[src/rtl/step_gen_multi.sv]
// step_gen_multi: N-axis coordinated step/dir pulse generator.
// Handles dir setup delay, per-axis periods, pause at period boundaries, abort and min-period clamping.
module step_gen_multi #(
    parameter int N_AXIS    = 3,
    parameter int DIS_W     = 11,
    parameter int PER_W     = 26,
    parameter int PULSE_W   = 4,
    parameter int SETUP_CYC = 8
) (
    input  logic                    clk,
    input  logic                    rst,
    input  logic                    cmd_valid,
    output logic                    cmd_ready,
    input  logic [N_AXIS*DIS_W-1:0] cmd_dist,
    input  logic [N_AXIS*PER_W-1:0] cmd_per,
    input  logic [N_AXIS-1:0]       cmd_dir,
    input  logic                    pause,
    input  logic                    abort,
    output logic [N_AXIS-1:0]       step,
    output logic [N_AXIS-1:0]       dir,
    output logic                    busy,
    output logic                    done,
    output logic                    aborted,
    output logic [1:0]              state
);
    localparam logic [1:0] IDLE = 2'd0, SETUP = 2'd1, RUN = 2'd2, DONE = 2'd3;
    localparam int SC_W = $clog2(SETUP_CYC + 1);
    localparam logic [SC_W-1:0] SC_LAST = SC_W'(SETUP_CYC - 1);
    localparam logic [PER_W:0] MIN_PE = (PER_W+1)'(2 * PULSE_W);
    localparam logic [PER_W:0] PW = (PER_W+1)'(PULSE_W);
    localparam logic [PER_W:0] ONE = (PER_W+1)'(1);

    logic [1:0]        state_q, state_d;
    logic [SC_W-1:0]   scnt_q, scnt_d;
    logic [DIS_W-1:0]  rem_q [N_AXIS];
    logic [DIS_W-1:0]  rem_r [N_AXIS];
    logic [DIS_W-1:0]  rem_d [N_AXIS];
    logic [PER_W:0]    cnt_q [N_AXIS];
    logic [PER_W:0]    cnt_r [N_AXIS];
    logic [PER_W:0]    cnt_d [N_AXIS];
    logic [PER_W:0]    pe_q [N_AXIS];
    logic [PER_W:0]    pe_d [N_AXIS];
    logic [N_AXIS-1:0] hold_q, hold_d, step_q, step_d, dir_q, dir_d;
    logic              done_q, aborted_q, accept, rem_q_zero, rem_r_zero;

    // Free-running advance of each axis as if the move carries on; held axes sit at cnt=0.
    always_comb begin
        rem_q_zero = 1'b1;
        rem_r_zero = 1'b1;
        for (int i = 0; i < N_AXIS; i++) begin
            rem_r[i] = (rem_q[i] != '0 && !hold_q[i] && cnt_q[i] == pe_q[i] - ONE) ? rem_q[i] - DIS_W'(1) : rem_q[i];
            cnt_r[i] = (rem_q[i] == '0 || hold_q[i] || cnt_q[i] == pe_q[i] - ONE) ? '0 : cnt_q[i] + ONE;
            rem_q_zero &= rem_q[i] == '0;
            rem_r_zero &= rem_r[i] == '0;
        end
    end

    always_comb begin
        state_d = state_q;
        case (state_q)
            IDLE:    state_d = cmd_valid ? SETUP : IDLE;
            SETUP:   state_d = abort ? IDLE : (scnt_q != SC_LAST) ? SETUP : rem_q_zero ? DONE : RUN;
            RUN:     state_d = abort ? IDLE : rem_r_zero ? DONE : RUN;
            default: state_d = IDLE;
        endcase
    end

    // Step is registered from next-state counters so it lines up with cnt in the same cycle.
    always_comb begin
        accept = state_q == IDLE && cmd_valid;
        scnt_d = (state_q == SETUP && state_d == SETUP) ? scnt_q + SC_W'(1) : '0;
        dir_d = accept ? cmd_dir : dir_q;
        for (int i = 0; i < N_AXIS; i++) begin
            rem_d[i] = accept ? cmd_dist[i*DIS_W +: DIS_W] : (state_d == SETUP || state_d == RUN) ? rem_r[i] : '0;
            cnt_d[i] = (state_q == RUN && state_d == RUN) ? cnt_r[i] : '0;
            pe_d[i] = !accept ? pe_q[i] : ({1'b0, cmd_per[i*PER_W +: PER_W]} < MIN_PE) ? MIN_PE : {1'b0, cmd_per[i*PER_W +: PER_W]};
            hold_d[i] = state_d == RUN && cnt_d[i] == '0 && pause;
            step_d[i] = state_d == RUN && rem_d[i] != '0 && cnt_d[i] < PW && !hold_d[i];
        end
    end

    always_ff @(posedge clk) begin
        if (rst) begin
            state_q <= IDLE;
            scnt_q <= '0;
            hold_q <= '0;
            step_q <= '0;
            dir_q <= '0;
            done_q <= 1'b0;
            aborted_q <= 1'b0;
            for (int i = 0; i < N_AXIS; i++) begin
                rem_q[i] <= '0;
                cnt_q[i] <= '0;
                pe_q[i] <= '0;
            end
        end else begin
            state_q <= state_d;
            scnt_q <= scnt_d;
            hold_q <= hold_d;
            step_q <= step_d;
            dir_q <= dir_d;
            done_q <= state_d == DONE;
            aborted_q <= abort && (state_q == SETUP || state_q == RUN);
            for (int i = 0; i < N_AXIS; i++) begin
                rem_q[i] <= rem_d[i];
                cnt_q[i] <= cnt_d[i];
                pe_q[i] <= pe_d[i];
            end
        end
    end

    always_comb begin
        cmd_ready = state_q == IDLE;
        busy = state_q != IDLE;
        state = state_q;
        step = step_q;
        dir = dir_q;
        done = done_q;
        aborted = aborted_q;
    end
endmodule
[config.mk]
export PLATFORM = sky130hd
export DESIGN_NAME = step_gen_multi
export DESIGN_NICKNAME = d
export VERILOG_FILES = /design/src/rtl/step_gen_multi.sv
export SDC_FILE = /design/constraint.sdc
export NUM_CORES = 1
export LEC_CHECK = 0
export ABC_AREA = 1
export CORE_MARGIN = 2
export CORE_UTILIZATION = 23
export DETAILED_ROUTE_END_ITERATION = 16
export HOLD_SLACK_MARGIN = 0.08
export PLACE_DENSITY_LB_ADDON = 0.08
export SETUP_SLACK_MARGIN = 0.15
export SYNTH_ARGS = -nofsm -noshare
export SYNTH_HDL_FRONTEND = slang
export SYNTH_SLANG_ARGS = --single-unit
[constraint.sdc]
create_clock -name clk -period 4.12 [get_ports clk]
set_input_delay 1.236 -clock clk [delete_from_list [all_inputs] [get_ports clk]]
set_output_delay 1.236 -clock clk [all_outputs]
set_load 0.1 [all_outputs]
# [Word level (Yosys, flattened, before mapping)]
# Memories as Yosys holds them, arrays and structs flattened.
# Index checks and enable logic that the tools add are counted.
[word_totals] latch_bits=0 out_inout_bits=12 mem_count=3 inputBits=119 mem_bits_rw=195 register_bits=17 mem_bits_ro=0 elab_cells=146
[memory_table] name="cnt_q" words=3 width=27 read_ports=3 rd_clocked_by_memory_dff=0 write_ports=3 line_no="38" text="logic [PER_W:0] cnt_q [N_AXIS];"
[memory_table] name="pe_q" words=3 width=27 read_ports=3 rd_clocked_by_memory_dff=0 write_ports=3 line_no="41" text="logic [PER_W:0] pe_q [N_AXIS];"
[memory_table] name="rem_q" words=3 width=11 read_ports=3 rd_clocked_by_memory_dff=0 write_ports=3 line_no="35" text="logic [DIS_W-1:0] rem_q [N_AXIS];"
[op_classes] shifts=0 addsub=10 multipliers=0 n_lt_le_gt_ge=6 mux=40 bitwise_logic=14 n_reduce_logical=57 eq_ne=9 n_div=0
[op_table] operator="27-bit two-way mux" n=15
[op_table] operator="11-bit two-way mux" n=12
[op_table] operator="27-bit by 1-bit adder with 27-bit output (second input constant)" n=3
[op_table] operator="27-bit equality test" n=3
[op_table] operator="27-bit logical NOT" n=3
[op_table] operator="27-bit by 3-bit less-than comparator with 1-bit output (second input constant)" n=3
[op_table] operator="27-bit by 1-bit subtractor with 27-bit output (second input constant)" n=3
[op_table] operator="26-bit by 4-bit less-than comparator with 1-bit output (second input constant)" n=3
[op_table] operator="26-bit two-way mux" n=3
[op_table] operator="11-bit logical NOT" n=6
[op_table] operator="11-bit nonzero test" n=6
[op_table] operator="11-bit by 1-bit subtractor with 11-bit output (second input constant)" n=3
[op_table] operator="1-bit logical AND" n=25
[op_table] operator="1-bit bitwise OR" n=9
[op_table] operator="1-bit logical OR" n=8
[op_table] operator="2-bit equality test (second input constant)" n=3
[op_table] operator="1-bit logical NOT" n=6
[op_table] operator="1-bit two-way mux" n=6
[op_table] operator="2-bit two-way mux" n=3
[op_table] operator="2-bit case mux with 3 select lines" n=1
[op_table] operator="4-bit by 1-bit adder with 4-bit output (second input constant)" n=1
[op_table] operator="1-bit AND" n=4
[op_table] operator="2-bit by 1-bit equality test with 1-bit output (second input constant)" n=2
[op_table] operator="4-bit by 3-bit != test with 1-bit output (second input constant)" n=1
[op_table] operator="4 further kinds" n=4

# [Depth between registers and ports, before layout]
[logic_depth] depth_word=18 ltp_mapped=36

# [Worst setup path before layout]
# OpenSTA, ideal clock, no wires.
[synth_timing] path_kind="register -> register" from="reg state_q[0] (netlist: state[0])" to="reg step_q[1] (netlist: step[1])" slack_ps=-63 n_path_buf=2 path_stages_with_launch=20 setup_time_ps=70 t_arrival_ps=4114 period_less_slack_ps=4183 path_cell_list="dfxtp_1 inv_1 ha_1 nand2_1 clkinv_1 clkbuf_1 a31oi_1 o21ai_2 nand2_2 ha_1 nand2_1 nor3_1 nand2_2 buf_4 or2_1 nand3_1 nor2_1 nand4_1 nand3_1 a21oi_1"
[synth_via] elab_chain_cells=10 word_cells_on_any_way=21 cone_classes="order compare: 1; eq/ne: 4; mux: 4; reduce/logical: 12"
[synth_rtl] element="from (decl)" line_no="33" text="logic [1:0] state_q, state_d;"
[synth_rtl] element="from (signal assigned)" line_no="97" text="state_q <= state_d;"
[synth_rtl] element="2-bit logical NOT *"
[synth_rtl] element="via cmd_ready" line_no="13" text="output logic cmd_ready,"
[synth_rtl] element="parallel branches: the longest is 8 deep, another holds 27-bit by 3-bit less-than comparator with 1-bit output"
[synth_rtl] element="1-bit logical AND *" line_no="78" text="step_d[i] = state_d == RUN && rem_d[i] != '0 && cnt_d[i] < PW && !hold_d[i];"
[synth_rtl] element="to (signal assigned)" line_no="100" text="step_q <= step_d;"
[synth_rtl] element="to (decl)" line_no="43" text="logic [N_AXIS-1:0] hold_q, hold_d, step_q, step_d, dir_q, dir_d;"
# Mark *: on every way through the listed nets, which the timed path passes.
# A chain may end at the register's enable or synchronous reset.

==> summary.txt <==
Run status
  – Run status: finished with violations
  – Violated checks: setup timing

Critical path
  – Critical Path Sink Type: register
  – Longest individual stage delay on the worst path: approximately 0.36 ns
  – Worst Path Max Fanout: 15
  – Source of the worst register-to-register timing path: pe_q[0][56]
  – Required time of the critical path: roughly 4.6 ns
  – Data arrival time of the critical path: around 4.8 ns
  – Category of the worst setup path launch point: register
  – End of the worst register-to-register path: step[0]
  – Setup CP Type: reg2reg
  – Critical Path Most Common Cell: nand2_1
  – Worst-case register-to-register setup slack: -0.17 ns
  – CP max-delay cell: dfxtp_4
  – Number of cell instances on the worst register-to-register path: 31

Timing
  – Unrepaired setup endpoints after global routing: true
  – Final critical-path share of the clock period: 1.041
  – Max transition margin: 0.3365
  – Fin. Hold Viols: 0
  – Min Tclk post-route: 4.291 ns
  – Final Max Slew Viols: 0
  – Count of final setup violators: 8
  – Measured slew at the worst slew-check pin: between 0.9 and 1 ns
  – Max Fclk: 233.1 MHz
  – Slack of the critical path: -0.1709 ns
  – Worst Clk Skew: about 0.012 ns

Power and ir drop
  – Peak VDD IR: 0.2683 mV
  – Share of total power in combinational logic: 0.297
  – Internal power contribution: around 4.8 mW
  – Net Sw Power: between 2 and 2.5 mW
  – Sequential share of power: 0.308
  – Portion of total power attributed to the clock network: 0.395
  – Switching part of the total power: 0.3216
  – Pleak: 10.72 nW
  – Power density normalized to cell area: about 300 nW/um2

Yosys
  – Leading cell type by number of instances after synthesis: nand2_1
  – Most used flip-flop cell after synthesis: dfxtp_1
  – Synthesis warning total: 0
  – Post-Synthesis Mean Instance Area: approximately 6 um2
  – Post-synth cell types: 53
  – Synth Net Count: about 2,600
  – Post-Synthesis Cell Area: roughly 15,000 um2
  – Number of storage elements in the synthesis netlist: approximately 210
  – Top cells by area in the synthesized netlist: dfxtp_1 28%, nand2_1 16%, nor2_1 10%, inv_1 8.0%, nand3_1 5.7%
  – Gate Count Post-Synth: 2,504
  – Post-synth top cells: 658 x nand2_1, 400 x nor2_1, 322 x inv_1, 209 x dfxtp_1, 171 x nand3_1
  – Dominant cell type by area after synthesis: dfxtp_1
  – Post-synthesis sequential area ratio: 0.2777
  – Share of synthesized registers carrying an async set or reset: 0
  – Proportion of netlist area held by the largest area contributor: 0.2777
  – EDFF count, synth: 0

Place
  – Placed Cells incl. Taps: 3,859
  – HPWL after DPL: about 49 mm
  – GPL Wtd Cong: approximately 0.84
  – Number of buffers added on ports: 130
  – Setup slack at placement: -1.014 ns

Final layout
  – Antenna diode count: 0
  – Area growth syn-to-layout: 54.50%
  – Area occupied by registers: about 4200 um2
  – Proportion of layout cells with a drive suffix above 1: 0.2763
  – Multi-input gate area in the final layout: 10,380 um2
  – Final Net Count: about 3,200
  – Final-layout fill cell count: around 7,000
  – Number of standard cells in the layout, taps in and fillers out: 3,975

Clock network
  – TritonCTS clock tree: built
  – Clock net sink count: 209
  – Root Buffer Master: clkbuf_16
  – Clock latency on the worst-skew pair: slightly below 0.6 ns
  – Max Root-Sink Buffers: 3
  – Deepest level of the CTS H-tree: 1
  – Clock input transition at the sequential cells of the worst setup and hold paths: 0.06 ns
  – TritonCTS buffer count: 29

Routing
  – Average routed wire per standard cell: between 15 and 20 um
  – Via Count: roughly 18,000
  – Detailed-routed wire length on met3: between 2 and 2.5 mm
  – Length of the first detailed-routing pass in iterations: 6
  – DRT Wirelength: about 60 mm
  – M1 wire length: roughly 29 mm
  – 1st-iter DRT viols: about 900
  – Met2 Routed Length: between 20 and 30 mm
  – Remaining design rule violation count: 0
  – Via-per-instance ratio: between 4 and 5
  – ANT nets after route: 0
  – Uppermost layer routed: met4

GRT
  – Wire length of the first global-routing pass: between 90 and 100 mm
  – Antenna violations before repair: 0
  – Overall track demand over capacity in global routing: 0.1818
  – Grt ovf: 0
  – Via count of the first global-routing pass: approximately 18,000
  – Largest net degree at the start of global routing: between 70 and 80

Worst hold path
  – Hold Crit Class: reg2reg
  – HP Start: scnt_q[0]
  – Min-Delay Endpoint: scnt_q[0]
  – Depth of the worst hold-timing path: 1

Floorplanning
  – I/O Pins: 131
  – Die outline width: about 260 um
  – Floorplan die area: 67,560 um2
  – FP Rows: between 90 and 100
  – Initial standard-cell utilization of the core: 0.2333
  – Floorplan die height: around 260 um
  – Area of the core region: between 60,000 and 70,000 um2

Run
  – Number of violations of the max-capacitance limit: 0
-- cells in the final DEF, fill, tap and decap left out, types with 11 or more instances in the layout --
cell type	n
dfxtp_1	183
buf_4	459
dfxtp_2	22
a211oi_1	18
buf_6	30
nand2_2	50
nand3b_1	21
nand4_1	108
inv_1	301
nor2_2	70
a21oi_1	76
ha_1	12
nor4_1	18
o21ai_0	74
nor2_1	321
nand2_1	607
nor2_4	43
clkbuf_16	30
o21ai_1	11
inv_2	19
nand3_1	151
xnor2_1	48
clkdlybuf4s50_1	127
nand3_2	20
nor3_1	75
xor2_1	71
-- per-layer routing --
layer | vias to the layer above | global-route usage
met2 | 289 | 0.3140
met5 | - | 0
li1 | 9247 | -
met1 | 8176 | 0.2360
met3 | 78 | 0.02066
met4 | 0 | 0.05508
-- power groups by stage --
stage	clock network [mW]	registers, mW	logic (mW)
2_1_floorplan	0	2.24	0.949
3_3_place_gp	0	2.23	1.87
3_5_place_dp	0	2.23	1.87
4_1_cts	2.94	2.19	2.00
5_1_grt	3.00	2.21	2.36
6_report	2.82	2.20	2.12
-- cell families (layout without fill, tap and decap cells) --
family / count (synthesis) / count (layout) / synth area share
and+or+nand+nor: 1526 / 1529 / 0.4477
buffers and inverters: 400 / 1013 / 0.1015
AOI/OAI and AO/OA: 226 / 226 / 0.08480
DFF: 209 / 209 / 0.2777
xor gates and xnor gates: 126 / 126 / 0.07417
adders and majority gates: 17 / 17 / 0.01412
-- registers in the layout, indices dropped and copies added (netlist names) --
signal   cells
cnt_q       81
pe_q        78
rem_q       33
scnt_q       4
dir          3
hold_q       3
step         3
state        2
aborted      1
done         1
-- critical path, delay by kind of cell (launching register included) --
kind / cells / cell delay (ns)
buffers and inverters: 2 / 0.32
flip-flops: 1 / 0.36
AO/OA/AOI/OAI: 3 / 0.35
adder cells (fa/ha/maj): 1 / 0.19
AND/OR/NAND/NOR: 25 / 2.96
-- stage by stage --
stage / TNS, ns / power (mW) / hold WS (ns) / util / cell area (um2)
finish: -0.7893 / 7.141 / 0.4488 / 0.3604 / 23270
global route: -5.262 / 7.571 / 0.4620 / 0.3604 / 23270
CTS: -0.7464 / 7.136 / 0.4493 / 0.3472 / 22420
detailed placement: -38.83 / 4.099 / 0.4406 / 0.3173 / 20490
floorplan: 0 / 3.193 / 0.4179 / - / 15070
global placement: -37.16 / 4.100 / 0.4303 / 0.3173 / 20490
-- worst max path at each step --
stage	from	slack, ns	endpoint
2_1_floorplan	pe_q[0][27]	0.13	step[1]
3_3_place_gp	pe_q[0][27]	-1.02	step[2]
3_5_place_dp	pe_q[0][27]	-1.01	step[2]
4_1_cts	pe_q[0][27]	-0.17	step[2]
5_1_grt	pe_q[0][56]	-0.44	step[2]
6_report	pe_q[0][56]	-0.17	step[0]
-- timing repair --
item / 4_1_cts / 5_1_grt
setup endpoints to repair: 124 / 119
hold buffers: 0 / 0
pin swaps: 73 / 87
buffers inserted: 32 / 25
gates cloned: 2 / 3
resized for setup: 179 / 185
-- cell type report --
cell class,instances,share of cell area
clock buffers,40,0.03725
multi-input cells,1898,0.4460
well taps,855,0.04596
flip-flops and latches,209,0.1816
repair buffers,626,0.2256
inverters,333,0.05510
clock inverters,14,0.008547
No activity file was read; power rests on OpenSTA's default activity.
